$ cat config.mk
export PLATFORM = sky130hd
export DESIGN_NAME = proc_run_ctrl_flat
export DESIGN_NICKNAME = d
export VERILOG_FILES = /design/src/rtl/proc_run_ctrl_if.sv /design/src/rtl/proc_run_ctrl.sv /design/src/flat_wrapper.sv
export SDC_FILE = /design/constraint.sdc
export NUM_CORES = 1
export LEC_CHECK = 0
export ABC_AREA = 1
export ABC_CLOCK_PERIOD_IN_PS = 2500
export BUFFER_PORTS_ARGS = -buffer_cell sky130_fd_sc_hd__clkbuf_2
export CAP_MARGIN = 0
export CELL_PAD_IN_SITES_DETAIL_PLACEMENT = 0
export CELL_PAD_IN_SITES_GLOBAL_PLACEMENT = 2
export CORE_ASPECT_RATIO = 1.5
export CORE_MARGIN = 1.5
export CORE_UTILIZATION = 28
export CTS_CLUSTER_SIZE = 8
export DETAILED_ROUTE_END_ITERATION = 6
export GPL_TIMING_DRIVEN = 0
export MAX_ROUTING_LAYER = met4
export PLACE_DENSITY = 0.9
export SLEW_MARGIN = 25
export SYNTH_ARGS = -nofsm -noshare
export SYNTH_HDL_FRONTEND = slang
export SYNTH_SLANG_ARGS = --single-unit
$ cat constraint.sdc
create_clock -name clock -period 2.5 [get_ports clock]
set_clock_uncertainty 0.2 [all_clocks]
set_input_delay 0.375 -clock clock [delete_from_list [all_inputs] [get_ports clock]]
set_output_delay 0.375 -clock clock [all_outputs]
set_load 0.01 [all_outputs]
$ cat src/rtl/proc_run_ctrl_if.sv
// Host load stream plus processor instruction-RAM/run port of proc_run_ctrl.
// master = host side (drives the load stream), slave = controller side.
interface proc_run_ctrl_if #(
  parameter int ADDR_W = 9
);
  logic              ld_valid;
  logic              ld_ready;
  logic [31:0]       ld_data;
  logic              ld_last;
  logic [ADDR_W-1:0] p_addr;
  logic              p_wEn;
  logic [31:0]       p_wDat;
  logic              p_working;

  modport master (
    output ld_valid, ld_data, ld_last,
    input  ld_ready, p_addr, p_wEn, p_wDat, p_working
  );

  modport slave (
    input  ld_valid, ld_data, ld_last,
    output ld_ready, p_addr, p_wEn, p_wDat, p_working
  );
endinterface

$ cat src/rtl/proc_run_ctrl.sv
// Loads a host program into processor Z's instruction RAM, then runs it for prog_len+DRAIN_CYCLES.
// Optional single-step control is enabled by defining PROC_RUN_STEP_EN.
module proc_run_ctrl #(
  parameter int ADDR_W       = 9,
  parameter int DEPTH        = 512,
  parameter int DRAIN_CYCLES = 3
) (
  input  logic              clock,
  input  logic              reset,
  input  logic              start,
  input  logic              abort,
`ifdef PROC_RUN_STEP_EN
  input  logic              step_mode,
  input  logic              step,
`endif
  proc_run_ctrl_if.slave    bus,
  output logic              busy,
  output logic              done,
  output logic [ADDR_W:0]   prog_len,
  output logic              ovf
);

  localparam int RUN_W = $clog2(DEPTH + DRAIN_CYCLES + 1);
  localparam logic [ADDR_W:0]  LAST_IDX  = (ADDR_W+1)'(DEPTH - 1);
  localparam logic [RUN_W-1:0] RUN_DRAIN = RUN_W'(DRAIN_CYCLES);

  typedef enum logic [2:0] {IDLE, LOAD, FLUSH, RUN, DONE} state_t;

  state_t            state_reg, state_next;
  logic [ADDR_W:0]   count_reg;
  logic [ADDR_W:0]   prog_len_reg;
  logic              ovf_reg;
  logic [RUN_W-1:0]  run_cnt_reg;
  logic              wen_reg;
  logic [ADDR_W-1:0] addr_reg;
  logic [31:0]       wdat_reg;

  logic              xfer;
  logic              last_word;
  logic              work_en;
  logic              working;
  logic              run_expire;
  logic              start_ok;
  logic [RUN_W-1:0]  run_last;

`ifdef PROC_RUN_STEP_EN
  logic step_reg;

  // Each step pulse buys exactly one working cycle, one clock later.
  always_ff @(posedge clock or posedge reset) begin
    if (reset) step_reg <= 1'b0;
    else       step_reg <= step & ~abort;
  end

  assign work_en = step_mode ? step_reg : 1'b1;
`else
  assign work_en = 1'b1;
`endif

  assign xfer       = (state_reg == LOAD) && bus.ld_valid;
  assign last_word  = (count_reg == LAST_IDX);
  assign working    = (state_reg == RUN) && work_en;
  assign run_last   = RUN_W'(prog_len_reg) + RUN_DRAIN - RUN_W'(1);
  assign run_expire = working && (run_cnt_reg == run_last);
  assign start_ok   = start && ((state_reg == IDLE) || (state_reg == DONE));

  always_comb begin
    state_next = state_reg;
    if (abort) begin
      state_next = IDLE;
    end else begin
      case (state_reg)
        IDLE, DONE: if (start) state_next = LOAD;
        // Word DEPTH-1 closes the program even without ld_last.
        LOAD:       if (xfer && (bus.ld_last || last_word)) state_next = FLUSH;
        FLUSH:      state_next = RUN;
        RUN:        if (run_expire) state_next = DONE;
        default:    state_next = IDLE;
      endcase
    end
  end

  always_ff @(posedge clock or posedge reset) begin
    if (reset) begin
      state_reg    <= IDLE;
      count_reg    <= '0;
      prog_len_reg <= '0;
      ovf_reg      <= 1'b0;
      run_cnt_reg  <= '0;
      wen_reg      <= 1'b0;
      addr_reg     <= '0;
      wdat_reg     <= '0;
    end else begin
      state_reg <= state_next;
      // A transfer coinciding with abort is dropped entirely.
      wen_reg   <= xfer && !abort;
      if (xfer && !abort) begin
        addr_reg     <= count_reg[ADDR_W-1:0];
        wdat_reg     <= bus.ld_data;
        count_reg    <= count_reg + 1'b1;
        prog_len_reg <= count_reg + 1'b1;
        if (last_word && !bus.ld_last) ovf_reg <= 1'b1;
      end
      if (start_ok && !abort) begin
        count_reg    <= '0;
        prog_len_reg <= '0;
        ovf_reg      <= 1'b0;
      end
      if (state_reg == FLUSH)  run_cnt_reg <= '0;
      else if (working)        run_cnt_reg <= run_cnt_reg + 1'b1;
    end
  end

  assign bus.ld_ready  = (state_reg == LOAD);
  assign bus.p_wEn     = wen_reg;
  assign bus.p_addr    = addr_reg;
  assign bus.p_wDat    = wdat_reg;
  assign bus.p_working = working;

  assign busy     = (state_reg != IDLE) && (state_reg != DONE);
  assign done     = (state_reg == DONE);
  assign prog_len = prog_len_reg;
  assign ovf      = ovf_reg;

endmodule

$ cat src/flat_wrapper.sv
// flat-port wrapper written by rule: the top's interface ports become plain ports
module proc_run_ctrl_flat 
#(
  parameter int ADDR_W       = 9,
  parameter int DEPTH        = 512,
  parameter int DRAIN_CYCLES = 3
)
  (clock, reset, start, abort, busy, done, prog_len, ovf, bus_ld_valid, bus_ld_data, bus_ld_last, bus_ld_ready, bus_p_addr, bus_p_wEn, bus_p_wDat, bus_p_working);
  proc_run_ctrl_if #(.ADDR_W(ADDR_W)) bus_i ();
  input  logic clock;
  input  logic reset;
  input  logic start;
  input  logic abort;
  output logic busy;
  output logic done;
  output logic [ADDR_W:0] prog_len;
  output logic ovf;
  input wire logic [$bits(bus_i.ld_valid)-1:0] bus_ld_valid;
  input wire logic [$bits(bus_i.ld_data)-1:0] bus_ld_data;
  input wire logic [$bits(bus_i.ld_last)-1:0] bus_ld_last;
  output wire logic [$bits(bus_i.ld_ready)-1:0] bus_ld_ready;
  output wire logic [$bits(bus_i.p_addr)-1:0] bus_p_addr;
  output wire logic [$bits(bus_i.p_wEn)-1:0] bus_p_wEn;
  output wire logic [$bits(bus_i.p_wDat)-1:0] bus_p_wDat;
  output wire logic [$bits(bus_i.p_working)-1:0] bus_p_working;
  assign bus_i.ld_valid = bus_ld_valid;
  assign bus_i.ld_data = bus_ld_data;
  assign bus_i.ld_last = bus_ld_last;
  assign bus_ld_ready = bus_i.ld_ready;
  assign bus_p_addr = bus_i.p_addr;
  assign bus_p_wEn = bus_i.p_wEn;
  assign bus_p_wDat = bus_i.p_wDat;
  assign bus_p_working = bus_i.p_working;
  proc_run_ctrl #(.ADDR_W(ADDR_W), .DEPTH(DEPTH), .DRAIN_CYCLES(DRAIN_CYCLES)) u_core (.clock(clock), .reset(reset), .start(start), .abort(abort), .bus(bus_i), .busy(busy), .done(done), .prog_len(prog_len), .ovf(ovf));
endmodule
# Yosys cells after proc, flatten, opt, wreduce, memory -nomap -nowiden
# Index checks and enable logic that the tools add are counted.
# totals
regBits	66
in_bits	38
out_inout_bits	57
# classes
addsub	4
n_eq_ne	10
muxes	12
reduce_logical	20
# op_table
cell	n
10-bit two-way mux	4
10-bit by 1-bit adder with 10-bit output, second input constant	2
3-bit two-way mux	4
3-bit one-hot mux with 4 select lines	1
10-bit by 2-bit adder with 10-bit output, second input constant	1
10-bit equality test	1
10-bit by 9-bit equality test with 1-bit output, second input constant	1
10-bit by 1-bit subtractor with 10-bit output, second input constant	1
3-bit inequality test, second input constant	3
1-bit logical AND	8
3-bit by 2-bit equality test with 1-bit output, second input constant	2
2-bit nonzero test	3
3-bit by 1-bit equality test with 1-bit output, second input constant	1
3-bit equality test, second input constant	1
3-bit zero test	1
1-bit two-way mux	3
3-bit by 2-bit inequality test with 1-bit output, second input constant	1
3-bit AND reduction	1
3-bit nonzero test	1
1-bit zero test	2
1-bit logical OR	2
2-bit AND reduction	1
2-bit OR reduction	1

# Logic depth before layout (Yosys ltp)
# Gate-level depths: netlist (run 1).
# logic_depth
depth_word	7
depth_mapped	11

# Worst setup path before layout (run 1)
# Ideal clock, no wire load.
# synth_path
path_kind	register to register
startpoint	reg u_core.count_reg[1]
endpoint	reg u_core.state_reg[0]
slack_ns	0.717
path_buffers	0
t_required_ns	2.169
t_arrival_ns	1.452
stages_incl_launch_ff	11
cell_sequence	dfrtp_1 -> ha_1 -> nand2_1 -> nor2_1 -> nand3_1 -> nand2_1 -> nand2_1 -> nor2_1 -> nand3_1 -> nand3_1 -> o211ai_1
# synth_via
elab_chain_len	6
elab_cells_between_ends	10
cone_classes	add/sub: 2; eq/ne: 4; reduce/logical: 4
# synth_lines
element	line_no	rtl
start, declared	proc_run_ctrl.sv:30	logic [ADDR_W:0] count_reg;
start signal, assigned	proc_run_ctrl.sv:100	count_reg <= count_reg + 1'b1;
10-bit by 2-bit adder with 10-bit output	n/a	
10-bit by 1-bit subtractor with 10-bit output	n/a	
10-bit equality test	n/a	
1-bit logical AND	n/a	
3-bit inequality test (no source line)	n/a	
3-bit AND reduction (no source line) (*)	n/a	
end signal, assigned	proc_run_ctrl.sv:94	state_reg <= state_next;
end, declared	proc_run_ctrl.sv:29	state_t state_reg, state_next;
# Every way passes the cells marked *; elsewhere a longest branch is shown, timed or not.
# A chain may end at the register's enable or synchronous reset.

# Worst setup path after layout (run 1)
# Ends and elaborated chain as after synthesis.

==> out/metrics.cfg, run 1 <==
[status]
status=completed

[floorplan]
die_area_sq_um=11800
die_y_um=132
core_area_sq_um=10900
pin_count=95
rows=47
die_x_um=89.1
initial_core_util_pct=28.5

[synthesis]
synth_cell_types=29
syn_nets=444
synth_seq_area_share_pct=53.0
yosysWarnings=0
syn_area_per_cell_sq_um=7.73
syn-cell-area_sq_um=3120
netlist_instances=403
ys_ff_latch=66

[timing]
relSlewSlack_pct=67.6
postLayoutSetupSlackWorst_ps=378
fin_crit_sh_pct=84.9
worstMarginPinSlew_ps=485
final_max_slew_viol_count=0
hold_viol_final=0
fmax_ghz=0.471
rsz0062_at_grt=no
finalSetupViolCount=0
finalCriticalPeriod_ps=2120

[setup_path]
required_ps=2500
r2r_end=u_core.state_reg[0]$_DFFE_PP0P_
rr_startpoint=u_core.count_reg[1]$_DFFE_PP0P_
end_kind=flop
critPathMaxFanout=6
criticalPathCategory=reg2reg
rrSetupSlack_ps=380
ff2ff_path_depth=10
crit_arrival_ps=2130
critPathLaunchType=flop

[place]
dp_slack_ps=342
dpl.hpwl_um=6620
port_buffers=94
postPlaceCellArea_sq_um=3800
place.gp.congestion=0.772

[route]
post_drt_via_cell_ratio=4.34
ant_nets=0
route.detailed.drc=0
firstDrtPassIters=4
drt_first_iter_violations=160
finalWirelength_um=8500
vias=2868
routedWlPerCell_um=12.9

[cells_and_area]
diodes=0
final_area_sq_um=4120
nFillCells=1199
largest_reg_flops=32
area_delta_synth_final_pct=32.1
layout-drive-gt1-share_pct=23.5
final_nets=551

[min_path]
holdPathEnd=u_core.bus.p_wDat[18]$_DFFE_PP0P_
hold_class=in2reg
hold_depth=3
worstHoldStart=bus_ld_data[18]

[clock_tree]
root_buffer=clkbuf_16
worstSkewPairLatency_ps=330
cts.sink_count=66
clkTransAtPathRegs_ps=50
numCtsBuffers=9
cts_tree=built
cts_resized=0
htree_num_levels=3
cts.path.max_buffers=2

[global_routing]
grt_pass1_vias=2923
grt-ovfl-total=0
grt_pass1_wl_um=14000
antenna_found_initial=0
grt_usage_pct=16.0
grt_start_max_net_pins=53

[pwr]
leakage_nw=2.27
peakVddDrop_uv=564
power.density_nw_per_um2=1030

[run]
maxCapViolations=0

## power by group
group          internal [mW]  switching (mW)
clock                  0.846           0.451
combinational          0.511           0.815
sequential              1.41           0.219
## synth_stat cells, drive strengths merged
library cell  number  area, sq um
nand2            170          641
dfrtp             66         1650
inv               44          165
nor2              33          134
o21ai             23          115
nand3             17         85.1
a21oi             15         75.1
nor3               8         56.3
clkbuf             5         20.0
buf                4         20.0
ha                 3         37.5
xor2               3         26.3
a211oi             2         15.0
nand4              2         12.5
a221oi             1         8.76
a31oi              1         6.26
nand3b             1         11.3
nor2b              1         6.26
nor4               1         6.26
o211ai             1         7.51
o21a               1         7.51
xnor2              1         8.76
## critical path, stage by stage, from the launching register on
cell      delay (ps)
dfrtp_1          460
ha_1             260
nand2_1          140
nor2_1           250
nand3_1          110
nand2_1           90
nand2_1           70
nor2_1           100
nand3_1          120
nand3_1          110
o211ai_1          90
## stage by stage
stage | std cells | setup TNS [ps] | hold slack, ps | util, % | total power, mW
2_1_floorplan | 403 | 0 | 285 | - | 2.40
6_report | 661 | 0 | 38.7 | 37.6 | 4.25
4_1_cts | 661 | 0 | 31.4 | 37.6 | 4.31
5_1_grt | 661 | 0 | 39.5 | 37.6 | 4.53
3_3_place_gp | 644 | -40120 | 262 | 34.5 | 2.97
3_5_place_dp | 645 | 0 | 119 | 34.8 | 3.00
## area by class of cell
type	count	area [sq um]	area share, %
tap	147	184	4.47
timing repair buffer	96	508	12.3
buffer	9	40.0	0.973
clock buffer	13	270	6.57
clock inverter	2	35.0	0.851
inverter	44	168	4.07
multi-input combinational	284	1260	30.6
sequential	66	1650	40.1
## layer usage
metal  global-route usage, %  share of wire (%)  wire length [um]
met4                    6.58                2.0               166
met1                    18.4                 41              3440
met3                    2.82                4.0               344
met5                       -                  0                 0
met2                    26.8                 53              4540
## worst max-delay path by stage
stage	endpoint	slack, ps	startpoint	cells past startpoint
6_report	u_core.state_reg[0]$_DFFE_PP0P_	380	u_core.count_reg[1]$_DFFE_PP0P_	10
4_1_cts	u_core.state_reg[0]$_DFFE_PP0P_	330	u_core.count_reg[1]$_DFFE_PP0P_	10
3_5_place_dp	u_core.state_reg[0]$_DFFE_PP0P_	340	u_core.count_reg[1]$_DFFE_PP0P_	10
2_1_floorplan	u_core.bus.p_addr[0]$_DFFE_PP0P_	270	reset	1
5_1_grt	u_core.state_reg[0]$_DFFE_PP0P_	190	u_core.count_reg[1]$_DFFE_PP0P_	10
3_3_place_gp	u_core.bus.p_wDat[21]$_DFFE_PP0P_	-610	reset	2
## repair_timing
item,in CTS,in global routing
hold endpoints to repair,14,0
setup buffers,0,0
hold buffers,1,0
## layout by cell type (no fill, tap or decap), types with 2 or more instances in the layout
cell	Yosys	final
nor2_1	31	31
clkbuf_2	1	95
nand2_1	169	169
o21ai_0	21	21
clkbuf_16	0	9
a211oi_1	2	2
dfrtp_1	66	66
ha_1	3	3
o21ai_1	2	2
nand4_1	2	2
buf_2	4	4
clkbuf_8	0	3
clkbuf_1	4	5
xor2_1	3	3
inv_1	44	43
a21oi_1	15	15
nand3_1	17	17
nor3_1	6	6
## cells by family after synthesis
logic type,after synthesis,synth area share (%)
AND/OR/NAND/NOR,233,30.6
flip-flops,66,53.0
buffers and inverters,53,6.58
AO/OA/AOI/OAI,44,7.55
XOR/XNOR,4,1.12
adder cells (fa/ha/maj),3,1.20
(Power assumes the default switching activity.)
==> inputs of run 2 (changes only) <==
- ABC_CLOCK_PERIOD_IN_PS: 2500 -> 2200
- clock period: 2.5 -> 2.2 ns (I/O delays scaled with it)
==> out/metrics.cfg, run 2 (synthesized netlist as in run 1, its figures left out) <==
[status]
status=completed

[place]
dpl.hpwl_um=6620  ; unchanged
port_buffers=94  ; unchanged
dp_cells=645  ; unchanged
dp_slack_ps=41.9  ; -300 ps
postPlaceCellArea_sq_um=3800  ; unchanged
place.gp.congestion=0.772  ; unchanged

[floorplan]
pin_count=95  ; unchanged
die_x_um=89.1  ; unchanged
die_y_um=132  ; unchanged
die_area_sq_um=11800  ; unchanged
rows=47  ; unchanged
core_area_sq_um=10900  ; unchanged
initial_core_util_pct=28.5  ; unchanged

[pwr]
power.density_nw_per_um2=1120  ; +8.4%
power.total_mw=4.89  ; +15%
leakage_nw=2.37  ; +4.2%
peakVddDrop_uv=649  ; +15%

[route]
ant_nets=0  ; unchanged
route.detailed.drc=0  ; unchanged
post_drt_via_cell_ratio=4.36  ; +0.40%
firstDrtPassIters=4  ; unchanged
vias=2984  ; +4.0%
finalWirelength_um=8770  ; +3.3%
routedWlPerCell_um=12.8  ; -0.33%
drt_first_iter_violations=145  ; -9.4%

[timing]
finalSetupViolCount=0  ; unchanged
final_max_slew_viol_count=0  ; unchanged
rsz0062_at_grt=no
relSlewSlack_pct=67.6  ; about the same
worstMarginPinSlew_ps=485  ; -0.00191 ps
finalCriticalPeriod_ps=2040
fmax_ghz=0.490
fin_setup_tns_ps=0  ; unchanged
hold_viol_final=0  ; unchanged
fin_crit_sh_pct=92.7
hold-worst-slack_ps=0.900  ; -37.8 ps
postLayoutSetupSlackWorst_ps=161  ; -217 ps

[cells_and_area]
final_common_cell=nand2_1
final_cell_mix=nand2_1, clkbuf_2, dfrtp_1, inv_1, nor2_1
final_cell_count_no_fill=685  ; +3.6%
register_area_sq_um=1650  ; about the same
nFillCells=1160  ; -3.3%
layout-drive-gt1-share_pct=23.2  ; -0.31 points
diodes=0  ; unchanged
multi_input_comb_area_sq_um=1270  ; +0.60%
fin_util_pct=39.9  ; +2.3 points
largest_reg_flops=32  ; unchanged
area_delta_synth_final_pct=40.1
final_area_sq_um=4370  ; +6.0%
final_nets=575  ; +4.4%

[setup_path]
path_buf_inv=3  ; +3
critPathLaunchType=flop
cp_top_family=simple AND/OR/NAND/NOR gates
end_kind=primary output
cpMostUsedCell=inv_1
criticalPathCategory=reg2out
cp_cell_sequence=inv_1 > nor2_4 > inv_1 > nor2_1 > clkbuf_2
slowest_delay_ps=360  ; -100 ps
required_ps=1670  ; -830 ps
slowest_stage=dfrtp_1
critPathMaxFanout=8  ; +2
crit_arrival_ps=1510  ; -620 ps

[clock_tree]
numCtsBuffers=9  ; unchanged
worstSkewPairLatency_ps=330  ; about the same
clkTransAtPathRegs_ps=50  ; about the same
root_buffer=clkbuf_16
cts.path.max_buffers=2  ; unchanged
htree_num_levels=3  ; unchanged
postCtsSetupBuffers=0  ; unchanged
cts_tree=built
cts.sink_count=66  ; unchanged

[global_routing]
grt_usage_pct=16.5  ; +0.50 points
grt_pass1_wl_um=14500  ; +3.5%
grt_pass1_vias=3053  ; +4.4%
antenna_found_initial=0  ; unchanged
grt_start_max_net_pins=53  ; unchanged
grt-ovfl-total=0  ; unchanged

[run]
maxCapViolations=0  ; unchanged

[min_path]
hold_class=in2reg

-- run 2: cell count changes in the layout (fill, tap and decap cells not counted) --
cell,previous run,this run
ha_2,0,1
dlygate4sd3_1,1,25
nor2_1,31,29
ha_1,3,2
nor2_2,1,3
dfrtp_1,66,65
dfrtp_2,0,1
-- run 2: metal layers --
metal  part of all wire [%]  up-vias  track usage [%]  wire length, um
met2                     54       71             28.1             4780
li1                       -     1524                -                -
met1                     40     1375             18.7             3510
met5                      0        -                -                0
met3                    3.5       14             2.76              310
met4                    2.0        0             6.58              175
-- run 2: final timing paths --
kind | from | endpoint | slack (ps) | cells past startpoint
min | bus_ld_data[15] | u_core.bus.p_wDat[15]$_DFFE_PP0P_ | 0.9 | 3
min in group asynchronous | reset | u_core.run_cnt_reg[6]$_DFFE_PP0N_ | 270 | 3
max | u_core.state_reg[1]$_DFFE_PP0P_ | bus_p_working | 160 | 5
min reg2reg | u_core.bus.p_wDat[27]$_DFFE_PP0P_ | u_core.bus.p_wDat[27]$_DFFE_PP0P_ | 280 | 2
max reg2reg | u_core.count_reg[2]$_DFFE_PP0P_ | u_core.state_reg[0]$_DFFE_PP0P_ | 190 | 10
max in group asynchronous | reset | u_core.count_reg[1]$_DFFE_PP0P_ | 990 | 4
-- run 2: area by class of cell --
class,instances,share of cell area (%)
Sequential cell,66,37.9
Multi-Input combinational cell,284,29.0
Timing Repair Buffer,120,17.1
Clock buffer,13,6.19
Tap cell,147,4.21
Inverter,44,3.84
Buffer,9,0.917
Clock inverter,2,0.803
-- run 2: power by group --
part | switching, mW | internal, mW
Combinational | 0.944 | 0.609
Sequential | 0.253 | 1.61
Clock | 0.514 | 0.962
-- run 2: tightest hold or removal path, stage by stage --
cell and delay (ps):
clkbuf_2 70, nand2_1 50, nand2_1 50
-- run 2: what timing repair did --
item                                    in CTS  in global routing
hold endpoints to repair                    37                  1
resized for setup                            0                  4
hold buffers                                24                  1
endpoints found under the setup margin       0                  3
